==> src/rtl/vscale_fetch_queue_pkg.sv <==
// Shared constants for the decoupled fetch unit: FSM encodings, widths and the NOP filler.
// Build option VSCALE_FETCH_BYPASS_EN (see vscale_fetch_queue.sv) does not change anything here.
package vscale_fetch_queue_pkg;

    localparam int XPR_LEN = 32;
    localparam logic [XPR_LEN-1:0] RV_NOP = 32'h0000_0013;

    localparam int FETCH_STATE_WIDTH = 1;
    localparam logic [FETCH_STATE_WIDTH-1:0] FETCH  = 1'b0;
    localparam logic [FETCH_STATE_WIDTH-1:0] HALTED = 1'b1;

    // A queue entry is {instruction, pc, badmem}.
    function automatic int entry_width(input int xlen);
        return 2 * xlen + 1;
    endfunction

endpackage

==> src/rtl/vscale_fetch_queue_if.sv <==
// Bundles the redirect, instruction-memory and DX-side handshakes of the fetch unit.
// master = fetch unit, slave = memory/pipeline environment.
interface vscale_fetch_queue_if
    import vscale_fetch_queue_pkg::*;
#(
    parameter int XLEN = XPR_LEN
);
    logic            redirect_valid;
    logic [XLEN-1:0] redirect_pc;
    logic            imem_req_valid;
    logic [XLEN-1:0] imem_addr;
    logic            imem_wait;
    logic [XLEN-1:0] imem_rdata;
    logic            imem_badmem_e;
    logic            inst_valid;
    logic            inst_ready;
    logic [XLEN-1:0] inst;
    logic [XLEN-1:0] inst_pc;
    logic            inst_badmem;

    modport master (
        input  redirect_valid, redirect_pc, imem_wait, imem_rdata, imem_badmem_e, inst_ready,
        output imem_req_valid, imem_addr, inst_valid, inst, inst_pc, inst_badmem
    );

    modport slave (
        output redirect_valid, redirect_pc, imem_wait, imem_rdata, imem_badmem_e, inst_ready,
        input  imem_req_valid, imem_addr, inst_valid, inst, inst_pc, inst_badmem
    );

endinterface

==> src/rtl/vscale_fetch_fifo.sv <==
// Generic synchronous FIFO with same-cycle flush; DEPTH must be a power of two so the
// pointers wrap naturally.
module vscale_fetch_fifo
    import vscale_fetch_queue_pkg::*;
#(
    parameter int WIDTH = 8,
    parameter int DEPTH = 4
) (
    input  logic                   clk,
    input  logic                   reset,
    input  logic                   flush,
    input  logic                   enq,
    input  logic [WIDTH-1:0]       din,
    input  logic                   deq,
    output logic [WIDTH-1:0]       dout,
    output logic [$clog2(DEPTH):0] count,
    output logic                   empty
);
    localparam int PTR_W = $clog2(DEPTH);

    logic [WIDTH-1:0] mem [DEPTH];
    logic [PTR_W-1:0] rd_ptr;
    logic [PTR_W-1:0] wr_ptr;

    always_ff @(posedge clk) begin
        if (enq && !flush) begin
            mem[wr_ptr] <= din;
        end
    end

    always_ff @(posedge clk) begin
        if (reset || flush) begin
            rd_ptr <= '0;
            wr_ptr <= '0;
            count  <= '0;
        end else begin
            if (enq) begin
                wr_ptr <= wr_ptr + 1'b1;
            end
            if (deq) begin
                rd_ptr <= rd_ptr + 1'b1;
            end
            case ({enq, deq})
                2'b10:   count <= count + 1'b1;
                2'b01:   count <= count - 1'b1;
                default: count <= count;
            endcase
        end
    end

    assign dout  = mem[rd_ptr];
    assign empty = (count == '0);

endmodule

==> src/rtl/vscale_fetch_queue.sv <==
// Decoupled instruction fetch: owns the fetch PC, keeps up to DEPTH requests/instructions,
// flushes on redirect and halts after a bus fault. Define VSCALE_FETCH_BYPASS_EN for the empty-queue bypass.
module vscale_fetch_queue
    import vscale_fetch_queue_pkg::*;
#(
    parameter int              XLEN     = XPR_LEN,
    parameter int              DEPTH    = 4,
    parameter logic [XLEN-1:0] RESET_PC = 32'hf000_0100
) (
    input  logic                 clk,
    input  logic                 reset,
    vscale_fetch_queue_if.master bus
);
    localparam int CNT_W = $clog2(DEPTH) + 1;
    localparam int EW    = entry_width(XLEN);

    logic [FETCH_STATE_WIDTH-1:0] state;
    logic [XLEN-1:0]  fetch_pc;
    logic [XLEN-1:0]  req_pc_q;
    logic [XLEN-1:0]  req_addr;
    logic             inflight_q;
    logic             req_valid;
    logic             accept;
    logic             take;
    logic             bypass;
    logic             enq;
    logic             deq;
    logic             fifo_empty;
    logic             head_valid;
    logic             out_valid;
    logic [CNT_W-1:0] count;
    logic [CNT_W-1:0] occupancy;
    logic [EW-1:0]    resp_entry;
    logic [EW-1:0]    head;
    logic [EW-1:0]    out_entry;

    // Dequeues are deliberately not credited, keeping inst_ready off the imem request path.
    assign occupancy = count + CNT_W'(inflight_q);
    assign req_valid = ~reset & (((state == FETCH) & (occupancy < CNT_W'(DEPTH))) | bus.redirect_valid);
    assign req_addr  = bus.redirect_valid ? bus.redirect_pc : fetch_pc;
    assign accept    = req_valid & ~bus.imem_wait;

    assign take       = inflight_q & ~bus.redirect_valid;
    assign resp_entry = {bus.imem_rdata, req_pc_q, bus.imem_badmem_e};
    assign head_valid = ~fifo_empty;

    always_comb begin
        bypass = 1'b0;
`ifdef VSCALE_FETCH_BYPASS_EN
        bypass = take & fifo_empty;
`endif
    end

    assign enq       = take & ~(bypass & bus.inst_ready);
    assign deq       = head_valid & bus.inst_ready & ~bus.redirect_valid;
    assign out_entry = bypass ? resp_entry : head;
    assign out_valid = head_valid | bypass;

    always_ff @(posedge clk) begin
        if (reset) begin
            state <= FETCH;
        end else if (bus.redirect_valid) begin
            state <= FETCH;
        end else if (take && bus.imem_badmem_e) begin
            state <= HALTED;
        end
    end

    // An unaccepted redirect still retargets fetch so the next attempt uses redirect_pc.
    always_ff @(posedge clk) begin
        if (reset) begin
            fetch_pc   <= RESET_PC;
            inflight_q <= 1'b0;
            req_pc_q   <= '0;
        end else begin
            inflight_q <= accept;
            if (accept) begin
                fetch_pc <= req_addr + XLEN'(4);
                req_pc_q <= req_addr;
            end else if (bus.redirect_valid) begin
                fetch_pc <= bus.redirect_pc;
            end
        end
    end

    vscale_fetch_fifo #(
        .WIDTH (EW),
        .DEPTH (DEPTH)
    ) fifo (
        .clk   (clk),
        .reset (reset),
        .flush (bus.redirect_valid),
        .enq   (enq),
        .din   (resp_entry),
        .deq   (deq),
        .dout  (head),
        .count (count),
        .empty (fifo_empty)
    );

    assign bus.imem_req_valid = req_valid;
    assign bus.imem_addr      = req_addr;
    assign bus.inst_valid     = out_valid;
    assign bus.inst           = out_valid ? out_entry[EW-1 -: XLEN] : XLEN'(RV_NOP);
    assign bus.inst_pc        = out_valid ? out_entry[XLEN:1] : '0;
    assign bus.inst_badmem    = out_valid & out_entry[0];

endmodule

==> src/flat_wrapper.sv <==
// flat-port wrapper written by rule: the top's interface ports become plain ports
module vscale_fetch_queue_flat import vscale_fetch_queue_pkg::*;
#(
    parameter int              XLEN     = XPR_LEN,
    parameter int              DEPTH    = 4,
    parameter logic [XLEN-1:0] RESET_PC = 32'hf000_0100
)
  (clk, reset, bus_redirect_valid, bus_redirect_pc, bus_imem_wait, bus_imem_rdata, bus_imem_badmem_e, bus_inst_ready, bus_imem_req_valid, bus_imem_addr, bus_inst_valid, bus_inst, bus_inst_pc, bus_inst_badmem);
  vscale_fetch_queue_if #(.XLEN(XLEN)) bus_i ();
  input  logic clk;
  input  logic reset;
  input wire logic [$bits(bus_i.redirect_valid)-1:0] bus_redirect_valid;
  input wire logic [$bits(bus_i.redirect_pc)-1:0] bus_redirect_pc;
  input wire logic [$bits(bus_i.imem_wait)-1:0] bus_imem_wait;
  input wire logic [$bits(bus_i.imem_rdata)-1:0] bus_imem_rdata;
  input wire logic [$bits(bus_i.imem_badmem_e)-1:0] bus_imem_badmem_e;
  input wire logic [$bits(bus_i.inst_ready)-1:0] bus_inst_ready;
  output wire logic [$bits(bus_i.imem_req_valid)-1:0] bus_imem_req_valid;
  output wire logic [$bits(bus_i.imem_addr)-1:0] bus_imem_addr;
  output wire logic [$bits(bus_i.inst_valid)-1:0] bus_inst_valid;
  output wire logic [$bits(bus_i.inst)-1:0] bus_inst;
  output wire logic [$bits(bus_i.inst_pc)-1:0] bus_inst_pc;
  output wire logic [$bits(bus_i.inst_badmem)-1:0] bus_inst_badmem;
  assign bus_i.redirect_valid = bus_redirect_valid;
  assign bus_i.redirect_pc = bus_redirect_pc;
  assign bus_i.imem_wait = bus_imem_wait;
  assign bus_i.imem_rdata = bus_imem_rdata;
  assign bus_i.imem_badmem_e = bus_imem_badmem_e;
  assign bus_i.inst_ready = bus_inst_ready;
  assign bus_imem_req_valid = bus_i.imem_req_valid;
  assign bus_imem_addr = bus_i.imem_addr;
  assign bus_inst_valid = bus_i.inst_valid;
  assign bus_inst = bus_i.inst;
  assign bus_inst_pc = bus_i.inst_pc;
  assign bus_inst_badmem = bus_i.inst_badmem;
  vscale_fetch_queue #(.XLEN(XLEN), .DEPTH(DEPTH), .RESET_PC(RESET_PC)) u_core (.clk(clk), .reset(reset), .bus(bus_i));
endmodule
==> config.mk <==
export PLATFORM = sky130hd
export DESIGN_NAME = vscale_fetch_queue_flat
export DESIGN_NICKNAME = d
export VERILOG_FILES = /design/src/rtl/vscale_fetch_queue_pkg.sv /design/src/rtl/vscale_fetch_queue_if.sv /design/src/rtl/vscale_fetch_fifo.sv /design/src/rtl/vscale_fetch_queue.sv /design/src/flat_wrapper.sv
export SDC_FILE = /design/constraint.sdc
export NUM_CORES = 1
export LEC_CHECK = 0
export CAP_MARGIN = 20
export CORE_MARGIN = 2
export CORE_UTILIZATION = 50
export CTS_CLUSTER_SIZE = 16
export DETAILED_ROUTE_END_ITERATION = 6
export PLACE_DENSITY = 0.81
export RECOVER_POWER = 50
export SYNTH_ARGS = -nofsm -noshare
export SYNTH_HDL_FRONTEND = slang
export SYNTH_HIERARCHICAL = 1
export SYNTH_SLANG_ARGS = --single-unit
==> constraint.sdc <==
create_clock -name clk -period 3.7 [get_ports clk]
set_input_delay 0.555 -clock clk [delete_from_list [all_inputs] [get_ports clk]]
set_output_delay 0.555 -clock clk [all_outputs]
set_load 0.1 [all_outputs]
== After elaboration in Yosys (flattened, before gate mapping) ==
Memories as Yosys holds them, arrays and structs flattened. A register that Yosys moved wholly into a read port is not among the register bits.
Cells that the tools add are included.

* Eq/ne operators: 2
* Order comparisons: 1
* Multiplexer cells: 9
* Add/sub/neg operators: 6
* Bitwise logic cells: 13
* Reduce and logical (&&, ||, !) cells: 7

{| class="wikitable"
|+ Operators by type and width
! kind !! number
|-
| two-way mux 32 bit || 4
|-
| adder 32 x 3 -> 32 bit, second input constant || 1
|-
| AND 1 bit || 7
|-
| case mux 3 bit (2 select lines) || 1
|-
| inverter 1 bit || 5
|-
| adder 2 x 1 -> 2 bit, second input constant || 2
|-
| two-way mux 2 bit || 2
|-
| adder 3 x 1 -> 3 bit || 1
|-
| adder 3 x 1 -> 3 bit, second input constant || 1
|-
| zero test 3 bit || 1
|-
| less-than comparator 3 bit, second input constant || 1
|-
| subtractor 3 x 1 -> 3 bit, second input constant || 1
|-
| equality test 2 x 1 -> 1 bit, second input constant || 1
|-
| equality test 2 bit, second input constant || 1
|-
| logical AND 1 bit || 2
|-
| two-way mux 1 bit || 2
|-
| nonzero test 2 bit || 1
|-
| OR reduction 2 bit || 1
|-
| zero test 1 bit || 1
|-
| logical OR 1 bit || 1
|-
| bitwise OR 1 bit || 1
|}

* Output and inout port bits: 99
* Input bits: 70
* Logic and storage cells: 46
* Register bits after elaboration: 73
* Memories kept: 1
* Bits in writable memories: 260

{| class="wikitable"
|+ Memory list
! memory !! words !! width !! rd ports !! clocked after Yosys merged registers in !! wr ports !! line !! RTL
|-
| u_core.fifo.mem || 4 || 65 || 1 || 1 || 1 || vscale_fetch_fifo.sv:21 || <nowiki>logic [WIDTH-1:0] mem [DEPTH];</nowiki>
|}

== Longest topological paths before layout ==
Gate-level depths: netlist (run 1).

* Depth after elaboration: 7
* Depth in mapped cells: 14
* Gate-level depth less buffers: 9

== Hierarchy ==
Netlist (run 1), hierarchy kept.

{| class="wikitable"
|+ By module, submodules not included
! module !! seq. area each (um^2) !! area each (um^2) !! times used !! cells each
|-
| vscale_fetch_fifo || 7987.7 || 9862.0 || 1 || 387
|-
| vscale_fetch_queue || 1321.3 || 3653.5 || 1 || 443
|}

== Worst setup path before layout (run 1) ==
No wires, ideal clock.

* Kind: input -> register
* From: input port bus_redirect_valid
* To: register u_core.fetch_pc[20]
* Stages on the path: 14
* Arrival: 3.751 ns
* Data required time: 3.572 ns
* Setup slack: -0.178 ns
* Setup time: 0.128 ns
* Cell sequence: buf_6 buf_6 buf_4 buf_4 buf_1 mux2i_1 inv_1 ha_1 nand4b_1 a22oi_2 o2111ai_4 nor4_1 xnor2_1 nor2_1

{| class="wikitable"
|+ RTL lines
! element !! line !! RTL
|-
| start: declaration || flat_wrapper.sv:12 || <nowiki>input wire logic [$bits(bus_i.redirect_valid)-1:0] bus_redirect_valid;</nowiki>
|-
| two-way mux 32 bit || n/a ||
|-
| named net bus_imem_addr[3] || flat_wrapper.sv:19 || <nowiki>output wire logic [$bits(bus_i.imem_addr)-1:0] bus_imem_addr;</nowiki>
|-
| adder 32 x 3 -> 32 bit || vscale_fetch_queue.sv:78 || <nowiki>fetch_pc <= req_addr + XLEN'(4);</nowiki>
|-
| two-way mux 32 bit || vscale_fetch_queue.sv:77 || <nowiki>if (accept) begin</nowiki>
|-
| end signal: assignment || vscale_fetch_queue.sv:78 ||
|-
| end signal: assignment || vscale_fetch_queue.sv:81 || <nowiki>fetch_pc <= bus.redirect_pc;</nowiki>
|-
| end: declaration || vscale_fetch_queue.sv:18 || <nowiki>logic [XLEN-1:0] fetch_pc;</nowiki>
|}

The timed path passes the listed nets, and every way through them passes these cells.
A chain may end at the register's enable or synchronous reset.

==> results.sh, run 1 <==
export IMPL_synth_async_reset_ratio=0
export IMPL_finalCriticalPeriod_ns=3.05
export IMPL_drc=0
export IMPL_cp_end_kind="output pin"
export IMPL_area_growth_pct=21.5
export IMPL_antenna_found_initial=1
export IMPL_critPathLaunchType="register"
export IMPL_regArea_mm2=0.00932
export IMPL_synth_simple_area_share=0.0941
export IMPL_max_freq_mhz=328
export IMPL_cap_violations=4
export IMPL_grt_pass1_wl_um=42700
export IMPL_vias_per_cell=5.51
export IMPL_first_iter_violations=652
export IMPL_htree_levels=2
export IMPL_clockBufferDepth=3
export IMPL_clkSinkCount=335
export IMPL_whs_ns=0.466
export IMPL_relSlewSlack=-0.186
export IMPL_setup_tns_ns=0
export IMPL_clk_pin_slew_worst_paths_ns=0.06
export IMPL_clkPwrFrac=0.417
export IMPL_ys_seq_area_frac=0.689
export IMPL_p_per_area_mw_per_mm2=510
export IMPL_critPathArrivalTime_ns=2.49
export IMPL_grt_start_max_net_pins=70
export IMPL_grt_pass1_vias=7613
export IMPL_final_nets=1079
export IMPL_final_layout_size_suffix_gt1_frac=0.245
export IMPL_power_frac_comb=0.085
export IMPL_synth_compound_area_frac=0.0288
export IMPL_rows=60
export IMPL_grt_total_usage=0.195
export IMPL_drt_wl_total_um=27500
export IMPL_initial_core_util=0.506
export IMPL_cts_resized=0
export IMPL_failed_checks="max-capacitance violations, max-slew violations"
export IMPL_skew_ns=0.0340
export IMPL_multi_input_area_mm2=0.00378
export IMPL_placedCellCount=1304
export IMPL_setup_slack_ns=0.652
export IMPL_core_area_mm2=0.0267
export IMPL_ctsRootBufferMaster="clkbuf_16"
export IMPL_synth_top_area_share=0.578
export IMPL_dp_hpwl_um=16900
export IMPL_grt_ovfl_total=0
export IMPL_critPathMaxFanout=21
export IMPL_netlist_instances=830
export IMPL_slew_violations=124
export IMPL_worst_pin_slew_ns=1.78
export IMPL_path_cells="buf_12 -> mux4_2 -> or2_2 -> buf_4"
export IMPL_rsz0062_at_grt="no"
export IMPL_cts_made_buffers=36
export IMPL_p_sw_frac=0.234
export IMPL_synth_area_mm2=0.0135
export IMPL_synth_flop_cell="edfxtp_1"
export IMPL_dpl_worst_slack_ns=0.713
export IMPL_synth_area_leaders="edfxtp_1 (58%), dfxtp_1 (11%), mux4_2 (11%)"
export IMPL_r2r_start="u_core/inflight_q"
export IMPL_synth_nets=907
export IMPL_ant_nets=0
export IMPL_period_share=0.824
export IMPL_critPathRequiredTime_ns=3.14
export IMPL_hold_class="primary input to register"
export IMPL_top_layer="met4"
export IMPL_die_h_um=168
export IMPL_yosysWarningCount=6
export IMPL_p_int_mw=6.42
export IMPL_fillCellCount=1959
export IMPL_slowest_delay_ns=0.65
export IMPL_hold_start="bus_redirect_valid"
export IMPL_drtPass1Iterations=5
export IMPL_synth_edf_count=260
export IMPL_synth_cell_type_count=53
export IMPL_ys_seq_elements=335
export IMPL_synth_top_cell_by_area="edfxtp_1"
export IMPL_wl_per_cell_um=20.1
export IMPL_slowest_stage="dfxtp_4"
export IMPL_io_pins=169
export IMPL_outcome="finished with violations"
export IMPL_peakVddDrop_uv=356
export IMPL_hold_viol=0
export IMPL_hold_buffers=0
export IMPL_fin_cells=1369
export IMPL_crit_type="register to output pin"
export IMPL_synth_mux_area_frac=0.132
export IMPL_met1_length_um=12200
export IMPL_p_seq_frac=0.498
export IMPL_postCtsSetupRepairBufs=0
export IMPL_cts_tree="yes"
export IMPL_setup_viol=0
export IMPL_die_w_um=168
export IMPL_synth_xor_area_frac=0.0181
export IMPL_p_leak_nw=5.64
export IMPL_place_gp_congestion=0.792
export IMPL_wl_met3_um=1900
export IMPL_portBuffers=168
export IMPL_insertion_delay_ns=0.52
export IMPL_post_synth_fa_ha_maj_area_fraction=0.00704
export IMPL_avgSynthCellArea_um2=16.3
export IMPL_die_area_mm2=0.0284
export IMPL_vias=7546
export IMPL_synth_top_family_by_area="multiplexers"
export IMPL_p_sw_mw=1.96
export IMPL_dr_wl_met2_um=13000
layer usage:
metal / vias to the layer above / global-route usage
met4: 0 / 0.0469
li1: 3483 / -
met5: - / 0
met1: 3715 / 0.280
met2: 314 / 0.311
met3: 34 / 0.0371
stage by stage:
step	cell area, um^2	util	total power, mW
floorplan	13500	-	4.74
global placement	15300	0.572	4.96
detailed placement	15300	0.572	4.97
CTS	16400	0.615	8.47
global route	16400	0.614	8.63
finish	16400	0.614	8.38
final timing paths:
path / end / slack, ns / cells after the start
min reg2reg: u_core/fifo/mem[0][11] / 0.51 / 0
max reg2reg: u_core/fifo/mem[3][43] / 0.69 / 5
max: bus_inst[1] / 0.65 / 4
min: u_core/state / 0.47 / 2
cells in the mapped netlist, types with 4 or more instances:
cell	number
edfxtp_1	260
dfxtp_1	75
nor2_1	72
mux4_2	65
nor2b_1	64
inv_1	31
xnor2_1	25
mux2i_1	24
clkbuf_1	21
nand2_1	20
nor3_1	16
a211oi_1	15
nand3b_1	15
o21ai_0	12
a21oi_1	9
buf_2	9
nor4_1	8
mux2_2	7
nand3_1	7
ha_1	6
and2_1	5
buf_12	5
a31oi_1	4
buf_1	4
buf_4	4
or2_2	4
logic make-up (layout without fill, tap and decap cells):
kind of cell | after synthesis | in the layout
flops | 335 | 335
simple gates | 232 | 232
mux | 96 | 96
buf+inv | 78 | 275
compound gates | 54 | 54
xor+xnor | 28 | 28
fa+ha+maj | 7 | 7
other cells | 0 | 1
area by class of cell:
cell class	count	area share
Inverter	32	0.00754
Multi-Input combinational cell	417	0.230
Timing Repair Buffer	180	0.0980
Tap cell	341	0.0260
Sequential cell	335	0.567
Clock buffer	49	0.0603
Antenna cell	1	0.000152
Clock inverter	14	0.0102
worst max-delay path: cells and delay by family, from the launching register on:
kind / cells / cell delay [ns]
buf+inv: 2 / 0.52
flops: 1 / 0.65
mux: 1 / 0.51
simple gates: 1 / 0.29
state kept, by name, summed over array words and instances (netlist names), named ones only:
| signal | count |
|---|---|
| u_core/fifo/count | 3 |
| u_core/req_pc_q | 32 |
| u_core/fetch_pc | 32 |
| u_core/state | 1 |
| u_core/fifo/rd_ptr | 2 |
| u_core/inflight_q | 1 |
| u_core/fifo/wr_ptr | 2 |
| u_core/fifo/mem | 260 |
power groups by stage:
| stage | Sequential, mW | Combinational (mW) | Clock [mW] |
|---|---|---|---|
| 2_1_floorplan | 4.23 | 0.511 | 0 |
| 3_3_place_gp | 4.24 | 0.713 | 0 |
| 3_5_place_dp | 4.25 | 0.720 | 0 |
| 4_1_cts | 4.17 | 0.723 | 3.57 |
| 5_1_grt | 4.18 | 0.751 | 3.70 |
| 6_report | 4.17 | 0.712 | 3.49 |
cell usage in the layout (no fill, tap or decap), types with 20 or more instances in the layout:
cell type / netlist / layout
clkdlybuf4s50_1: 0 / 34
mux4_2: 65 / 65
inv_1: 31 / 30
nand2_1: 20 / 20
nor2_1: 72 / 72
clkbuf_16: 0 / 37
nor2b_1: 64 / 64
edfxtp_1: 260 / 260
dlygate4sd3_1: 0 / 33
buf_4: 4 / 102
xnor2_1: 25 / 25
mux2i_1: 24 / 24
dfxtp_1: 75 / 73
Power figures use the tool's default switching activity.
==> inputs of run 2 (changes only) <==
clock period = 2.7 ns   (was 3.7 ns; I/O delays follow)
==> results.sh, run 2 (synthesis gave the netlist of run 1 again) <==
export IMPL_final_cell_mix="edfxtp_1 (260), buf_12 (107), dfxtp_1 (73), nor2_1 (71), mux4_2 (65)"
export IMPL_crit_type="register to output pin"
export IMPL_cap_violations=0
export IMPL_critPathRequiredTime_ns=2.30
export IMPL_clockBufferDepth=3
export IMPL_slowest_stage="mux4_2"
export IMPL_first_iter_violations=684
export IMPL_initial_core_util=0.506
export IMPL_grt_pass1_wl_um=43900
export IMPL_relSlewSlack=0.243
export IMPL_final_common_cell="edfxtp_1"
export IMPL_vias_per_cell=5.49
export IMPL_top_regs="u_core/fifo/mem: 260 flops, u_core/fetch_pc: 32 flops, u_core/req_pc_q: 32 flops"
export IMPL_ctsRootBufferMaster="clkbuf_16"
export IMPL_die_area_mm2=0.0284
export IMPL_core_area_mm2=0.0267
export IMPL_cts_made_buffers=34
export IMPL_dp_hpwl_um=18100
export IMPL_cts_resized=1
export IMPL_final_layout_size_suffix_gt1_frac=0.267
export IMPL_critPathLaunchType="register"
export IMPL_wl_per_cell_um=19.8
export IMPL_skew_ns=0.0175
export IMPL_postCtsSetupRepairBufs=0
export IMPL_placedCellCount=1327
export IMPL_rsz0062_at_grt="no"
export IMPL_grt_total_usage=0.199
export IMPL_die_w_um=168
export IMPL_io_pins=169
export IMPL_hold_viol=0
export IMPL_cp_end_kind="output pin"
export IMPL_regMostFlops="u_core/fifo/mem"
export IMPL_fin_cells=1389
export IMPL_max_freq_mhz=385
export IMPL_hold_class="primary input to register"
export IMPL_ant_nets=0
export IMPL_setup_tns_ns=0
export IMPL_finalPower_mw=11.3
export IMPL_finalCriticalPeriod_ns=2.60
export IMPL_area_growth_pct=31.7
export IMPL_htree_levels=2
export IMPL_critPathMaxFanout=37
export IMPL_die_h_um=168
export IMPL_place_gp_congestion=0.824
export IMPL_vias=7628
export IMPL_peakVddDrop_uv=434
export IMPL_fillCellCount=1777
export IMPL_insertion_delay_ns=0.51
export IMPL_portBuffers=168
export IMPL_slowest_delay_ns=0.53
export IMPL_rows=60
export IMPL_cts_tree="yes"
export IMPL_slew_violations=0
export IMPL_drt_wl_total_um=27500
export IMPL_drc=0
export IMPL_period_share=0.962
export IMPL_hold_buffers=0
export IMPL_antenna_found_initial=0
export IMPL_worst_pin_slew_ns=1.14
export IMPL_largest_reg_flops=260
export IMPL_outcome="finished, final reports clean"
export IMPL_critPathArrivalTime_ns=2.19
export IMPL_grt_ovfl_total=0
export IMPL_final_nets=1099
export IMPL_path_cells="buf_16 -> mux4_2 -> or2_2 -> buf_12"
export IMPL_setup_viol=0
export IMPL_p_per_area_mw_per_mm2=637
export IMPL_drtPass1Iterations=5
export IMPL_p_leak_nw=6.06
export IMPL_clk_pin_slew_worst_paths_ns=0.06
export IMPL_clkSinkCount=335
export IMPL_grt_start_max_net_pins=67
export IMPL_antenna_cells=0
export IMPL_grt_pass1_vias=7969
## run 2: cell types whose count changed in the layout (fill, tap and decap cells not counted), sizes merged, moves of 2 or more
cell	previous run	this run
clkdlybuf4s50	34	32
clkinv	7	11
clkbuf	51	54
dlygate4sd3	33	35
buf	111	128
## run 2: final timing paths
check / start / endpoint / slack [ns] / cells after the start
max reg2reg: u_core/fifo/count[0] / u_core/req_pc_q[29] / 0.27 / 7
min: reset / u_core/fetch_pc[1] / 0.20 / 2
max: register / bus_inst[1] / 0.10 / 4
min reg2reg: u_core/req_pc_q[2] / u_core/req_pc_q[2] / 0.50 / 2
## run 2: cell type report
cell class / instances / area [um^2] / share of cell area
Tap cell: 341 / 427 / 0.0240
Inverter: 32 / 124 / 0.00696
Timing Repair Buffer: 202 / 3020 / 0.170
Sequential cell: 335 / 9310 / 0.523
Clock buffer: 47 / 931 / 0.0523
Clock inverter: 15 / 145 / 0.00815
Multi-Input combinational cell: 417 / 3840 / 0.216
## run 2: worst max-delay path: cells and delay by family (launching register included)
family        cells  cell delay [ns]
buf+inv           2             0.45
simple gates      1             0.31
mux               1             0.53
flops             1             0.38
## run 2: stage by stage
| stage | setup WS [ns] | instance area (um^2) | utilization | hold WS [ns] |
|---|---|---|---|---|
| 2_1_floorplan | -0.319 | 13600 | - | 0.459 |
| 6_report | 0.103 | 17800 | 0.666 | 0.203 |
| 3_5_place_dp | 0.0159 | 16800 | 0.627 | 0.493 |
| 3_3_place_gp | 0.0934 | 16800 | 0.627 | 0.473 |
| 5_1_grt | 0.00750 | 17800 | 0.666 | 0.198 |
| 4_1_cts | 0.0289 | 17800 | 0.668 | 0.192 |
## run 2: routing by layer
metal | track usage | wire length (um) | vias to the layer above | share of wire
li1 | - | - | 3522 | -
met1 | 0.281 | 12000 | 3822 | 0.44
met2 | 0.330 | 13700 | 250 | 0.50
met3 | 0.0306 | 1410 | 34 | 0.051
met4 | 0.0442 | 428 | 0 | 0.016
met5 | 0 | 0 | - | 0
## run 2: where the power goes
group          total [mW]  leakage (nW)  internal [mW]  switching, mW
clock                4.46         0.515           2.62           1.84
sequential           5.72          3.01           5.64         0.0714
combinational        1.16          2.53          0.428          0.736
==> inputs of run 3 (changes only) <==
CAP_MARGIN = 40   (was 20)
SLEW_MARGIN = 30   (was not set)
==> results of run 3 <==
The final DEF is identical to that of run 2; final timing and power are the same.
